$ cat src/rtl/hazard_ctrl.sv
// hazard_ctrl: stall/bubble and D-stage forwarding control for a 5-stage MIPS pipeline,
// using a shadow {wa, tnew} pipeline of the in-flight E/M/W instructions.
module hazard_ctrl #(
    parameter int RA_W     = 5,
    parameter int LINK_REG = 31,
    parameter int TNEW_W   = 2
) (
    input  logic            clk,
    input  logic            reset,
    input  logic            d_j,
    input  logic            d_r,
    input  logic            d_i,
    input  logic            d_ld,
    input  logic            d_st,
    input  logic            d_jal,
    input  logic [RA_W-1:0] d_rs,
    input  logic [RA_W-1:0] d_rt,
    input  logic [RA_W-1:0] d_rd,
    output logic            stall,
    output logic            pc_en,
    output logic            d_en,
    output logic            e_clr,
    output logic [1:0]      fwd_d_rs,
    output logic [1:0]      fwd_d_rt,
    output logic [RA_W-1:0] e_wa
);

    logic              use_rs, use_rt;
    logic [TNEW_W-1:0] tuse_rs, tuse_rt;
    logic [RA_W-1:0]   d_wa, e_wa_q, m_wa, w_wa;
    logic [TNEW_W-1:0] d_tnew, e_tnew, m_tnew, w_tnew;

    function automatic logic [TNEW_W-1:0] sat_dec(input logic [TNEW_W-1:0] x);
        return (x == '0) ? '0 : x - TNEW_W'(1);
    endfunction

    // A source must wait if a producer in E or M will not have its result by the time it is used.
    function automatic logic haz(input logic [RA_W-1:0] a, input logic used, input logic [TNEW_W-1:0] tuse);
        return (a != '0) && used &&
               (((a == e_wa_q) && (e_tnew > tuse)) || ((a == m_wa) && (m_tnew > tuse)));
    endfunction

    function automatic logic [1:0] fwd_sel(input logic [RA_W-1:0] a);
        return (a == '0)                        ? 2'd0 :
               ((a == e_wa_q) && (e_tnew == '0)) ? 2'd1 :
               ((a == m_wa)   && (m_tnew == '0)) ? 2'd2 :
               ((a == w_wa)   && (w_tnew == '0)) ? 2'd3 : 2'd0;
    endfunction

    always_comb begin
        use_rs   = d_j | d_r | d_i | d_ld | d_st;
        tuse_rs  = d_j ? TNEW_W'(0) : TNEW_W'(1);
        use_rt   = d_j | d_r | d_st;
        tuse_rt  = d_j ? TNEW_W'(0) : d_r ? TNEW_W'(1) : TNEW_W'(2);
        d_wa     = d_r ? d_rd : (d_i | d_ld) ? d_rt : d_jal ? RA_W'(LINK_REG) : '0;
        d_tnew   = d_ld ? TNEW_W'(2) : (d_r | d_i) ? TNEW_W'(1) : TNEW_W'(0);
        stall    = reset & (haz(d_rs, use_rs, tuse_rs) | haz(d_rt, use_rt, tuse_rt));
        pc_en    = ~stall;
        d_en     = ~stall;
        e_clr    = stall;
        fwd_d_rs = reset ? fwd_sel(d_rs) : 2'd0;
        fwd_d_rt = reset ? fwd_sel(d_rt) : 2'd0;
        e_wa     = e_wa_q;
    end

    always_ff @(posedge clk or negedge reset) begin
        if (!reset) begin
            e_wa_q <= '0;
            e_tnew <= '0;
            m_wa   <= '0;
            m_tnew <= '0;
            w_wa   <= '0;
            w_tnew <= '0;
        end else begin
            e_wa_q <= stall ? '0 : d_wa;
            e_tnew <= stall ? '0 : d_tnew;
            m_wa   <= e_wa_q;
            m_tnew <= sat_dec(e_tnew);
            w_wa   <= m_wa;
            w_tnew <= sat_dec(m_tnew);
        end
    end

endmodule

$ cat config.mk
export PLATFORM = sky130hd
export DESIGN_NAME = hazard_ctrl
export DESIGN_NICKNAME = d
export VERILOG_FILES = /design/src/rtl/hazard_ctrl.sv
export SDC_FILE = /design/constraint.sdc
export NUM_CORES = 1
export LEC_CHECK = 0
export ABC_CLOCK_PERIOD_IN_PS = 4200
export BUFFER_PORTS_ARGS = -buffer_cell sky130_fd_sc_hd__buf_2
export CAP_MARGIN = 20
export CORE_MARGIN = 4
export CORE_UTILIZATION = 50
export CTS_CLUSTER_DIAMETER = 100
export DETAILED_ROUTE_END_ITERATION = 6
export GPL_ROUTABILITY_DRIVEN = 0
export PLACE_DENSITY = 0.87
export SETUP_SLACK_MARGIN = 0.15
export SYNTH_ARGS = -nofsm -noshare
export SYNTH_HDL_FRONTEND = slang
export SYNTH_SLANG_ARGS = --single-unit
$ cat constraint.sdc
create_clock -name clk -period 4.2 [get_ports clk]
set_clock_uncertainty 0.15 [all_clocks]
set_input_delay 0.42 -clock clk [delete_from_list [all_inputs] [get_ports clk]]
set_output_delay 0.42 -clock clk [all_outputs]
set_load 0.05 [all_outputs]
==> impl_metrics.yaml <==
synthesis:
  yosysSeqAreaShare_pct: 38.82
  synth_nets: 173
  async_flop_share_pct: 100.0
  ys_top_cells_by_area: "dfrtp_1 39%, xnor2_1 17%, ha_1 5.5%"
  synth-seq-cells: 21
  yosys_most_used_dff: "dfrtp_1"
  synth_area_um2: 1354
  yosys_warnings: 0
  synth_cells: 144
  synth_top_cell_area_share_pct: 38.82
  synth_cell_type_count: 32
  synth.avg_cell_area_um2: 9.401
  synth_edf_count: 0
  synth_area_leader_cell: "dfrtp_1"
final_layout:
  layout.nets: 208
  diodes: 0
  drive_gt1_share_pct: 24.72
  syn2layout_area_growth_pct: 15.71
drt:
  viasPerCell: 5.659
  ant_nets: 0
  num_vias: 1177
  drc: 0
  wl_per_cell_um: 15.30
  dr.pass1.iters: 4
  wirelength_mm: 3.182
  drt_iter0_markers: 49
pwr:
  ir_drop_mv: 0.2301
  power_frac_comb_pct: 32.3
  p_sw_w: 0.0001820
  switching_share_pct: 36.11
  power.share.clock_pct: 19.5
  p_int_w: 0.0003221
  seqPwrFrac_pct: 48.2
  power_density_nw_per_um2: 321.8
  p_total_w: 0.0005041
  leakage_nw: 0.6933
worst_setup_path:
  path_max_fanout: 10
  cp.arrival_ns: 2.54
  startpoint_type: "flop"
  endpoint_kind: "primary output"
  path_class: "reg -> out"
  required_ns: 3.63
sta:
  hold_viol: 0
  grt_setup_unrepaired: "no"
  final_max_slew_viol_count: 0
  setup_viol: 0
  fin_crit_ns: 3.112
  worst_pin_slew_ns: 0.5452
  max_slew_margin_pct: 63.57
  tns_ns: 0
  max_clock_freq_ghz: 0.3214
  fin_ws_ns: 1.088
  fin_crit_sh_pct: 74.09
floorplan:
  die_w_um: 60.04
  rows: 18
  die_area_um2: 3604
  io_pins: 36
  start_util_pct: 53.67
  coreArea_um2: 2522
  die_h_um: 60.04
grt:
  grt_use_total_pct: 20.31
  first_global_vias: 1223
  grt_max_degree: 24
  gr-total-overflow: 0
  antenna_found_initial: 0
  grt_pass1_wl_mm: 5.388
placed_design:
  io_buffers: 35
  hpwl_mm: 2.596
  place_worst_setup_slack_ns: 1.218
clocking:
  tritoncts: "done"
  cts-root-buf: "clkbuf_4"
  cts_htree_levels: 1
  cts.path.max_buffers: 2
  cts_buffers: 3
  clk_pin_slew_ns: 0.11
  cts.sinks: 21
  cts_resized: 0
  post_cts.repair.setup_buffers: 0
  clkLatencyLatePin_ns: 0.31
run_status:
  status: "finished clean"
flow_run:
  maxCapViolations: 0
hold_path:
  hold_class: "in -> reg"
worst max-delay path, cell delays in order, from the launching register on:
cell and delay [ns]:
dfrtp_1 0.42, inv_1 0.09, ha_1 0.28, o21ba_2 0.19, or3_1 0.31, o22ai_1 0.17
a32o_1 0.42, buf_2 0.35
logic make-up (layout without fill, tap and decap cells):
group                    after synthesis  after routing  share of synthesized area [%]
flip-flops                            21             21                          38.82
buffers and inverters                 11             45                          4.159
AND/OR/NAND/NOR                       53             53                          20.61
adder cells (fa/ha/maj)                6              6                          5.545
XOR/XNOR                              30             30                          19.41
AO/OA/AOI/OAI                         23             23                          11.46
through the flow:
step / hold slack (ns) / utilization (%) / cells / instance area [µm²]
3_3_place_gp: 0.2533 / 60.62 / 203 / 1529
5_1_grt: 0.1677 / 62.10 / 208 / 1567
2_1_floorplan: -0.02559 / - / 144 / 1354
6_report: 0.1689 / 62.10 / 208 / 1567
3_5_place_dp: 0.2659 / 60.62 / 203 / 1529
4_1_cts: 0.1602 / 62.10 / 208 / 1567
sequential cells by signal (all words and copies together) (netlist names):
signal and count:
m_wa 5, m_tnew 2, e_wa 5, e_tnew 2, w_tnew 2, w_wa 5
Yosys cell counts (2+ instances only):
cell       count
xnor2_1       26
dfrtp_1       21
nor2_1        18
a21oi_1       11
nand2_1        7
ha_1           6
inv_1          5
nor2b_1        5
nand3_1        4
xor2_1         4
clkbuf_1       3
nand2b_1       3
nor4_1         3
or4_1          3
and2_1         2
buf_4          2
nand4_1        2
o2111ai_1      2
o22ai_1        2
or2_2          2
or3_1          2
worst paths after layout:
path | depth (start not counted) | startpoint | end | slack, ns
min in group asynchronous | 2 | reset | w_tnew[0] | 0.45
min reg2reg | 0 | m_wa[4] | w_wa[4] | 0.30
min | 2 | d_ld | e_tnew[0] | 0.17
max reg2reg | 7 | m_tnew[0] | e_wa[4] | 1.95
max in group asynchronous | 2 | reset | w_wa[3] | 3.12
max | 7 | m_tnew[0] | stall | 1.09
area by class of cell:
type	instances	area, µm²
clock buffer	3	22.52
clock inverter	1	5.005
tap	30	37.54
inverter	5	18.77
multi-input combinational	112	772.0
sequential	21	525.5
fill	210	955.9
timing repair buffer	36	185.2
power groups by stage:
stage                     Clock (W)  Combinational, W  Sequential, W
final                     0.0000981          0.000163       0.000243
after CTS                  0.000102          0.000163       0.000243
after detailed placement          0          0.000161       0.000247
after floorplan                   0         0.0000982       0.000261
after global placement            0          0.000154       0.000246
after global routing       0.000108          0.000177       0.000246
repair_timing:
action                                 4_1_cts  5_1_grt
endpoints found under the hold margin       21        0
setup endpoints to repair                    0        0
hold buffers                                 1        0
metal layers:
layer  vias up  track usage, %  wire length, µm
met2        55           34.26             1596
met1       557           24.73             1279
met5         -               0                0
li1        557               -                -
met4         0           11.39               85
met3         8           2.592              221
cell usage in the layout (no fill, tap or decap), types with 2 or more instances in the layout:
master     Yosys  routed
a21oi_1       11      11
and2_1         2       2
buf_2          0      35
clkbuf_4       0       3
dfrtp_1       21      21
ha_1           6       6
inv_1          5       5
nand2_1        7       7
nand2b_1       3       3
nand3_1        4       4
nand4_1        2       2
nor2_1        18      18
nor2b_1        5       5
nor4_1         3       3
o2111ai_1      2       2
o22ai_1        2       2
or2_2          2       2
or3_1          2       2
or4_1          3       3
xnor2_1       26      26
xor2_1         4       4
Note: power is estimated with default switching activity, not from simulation.
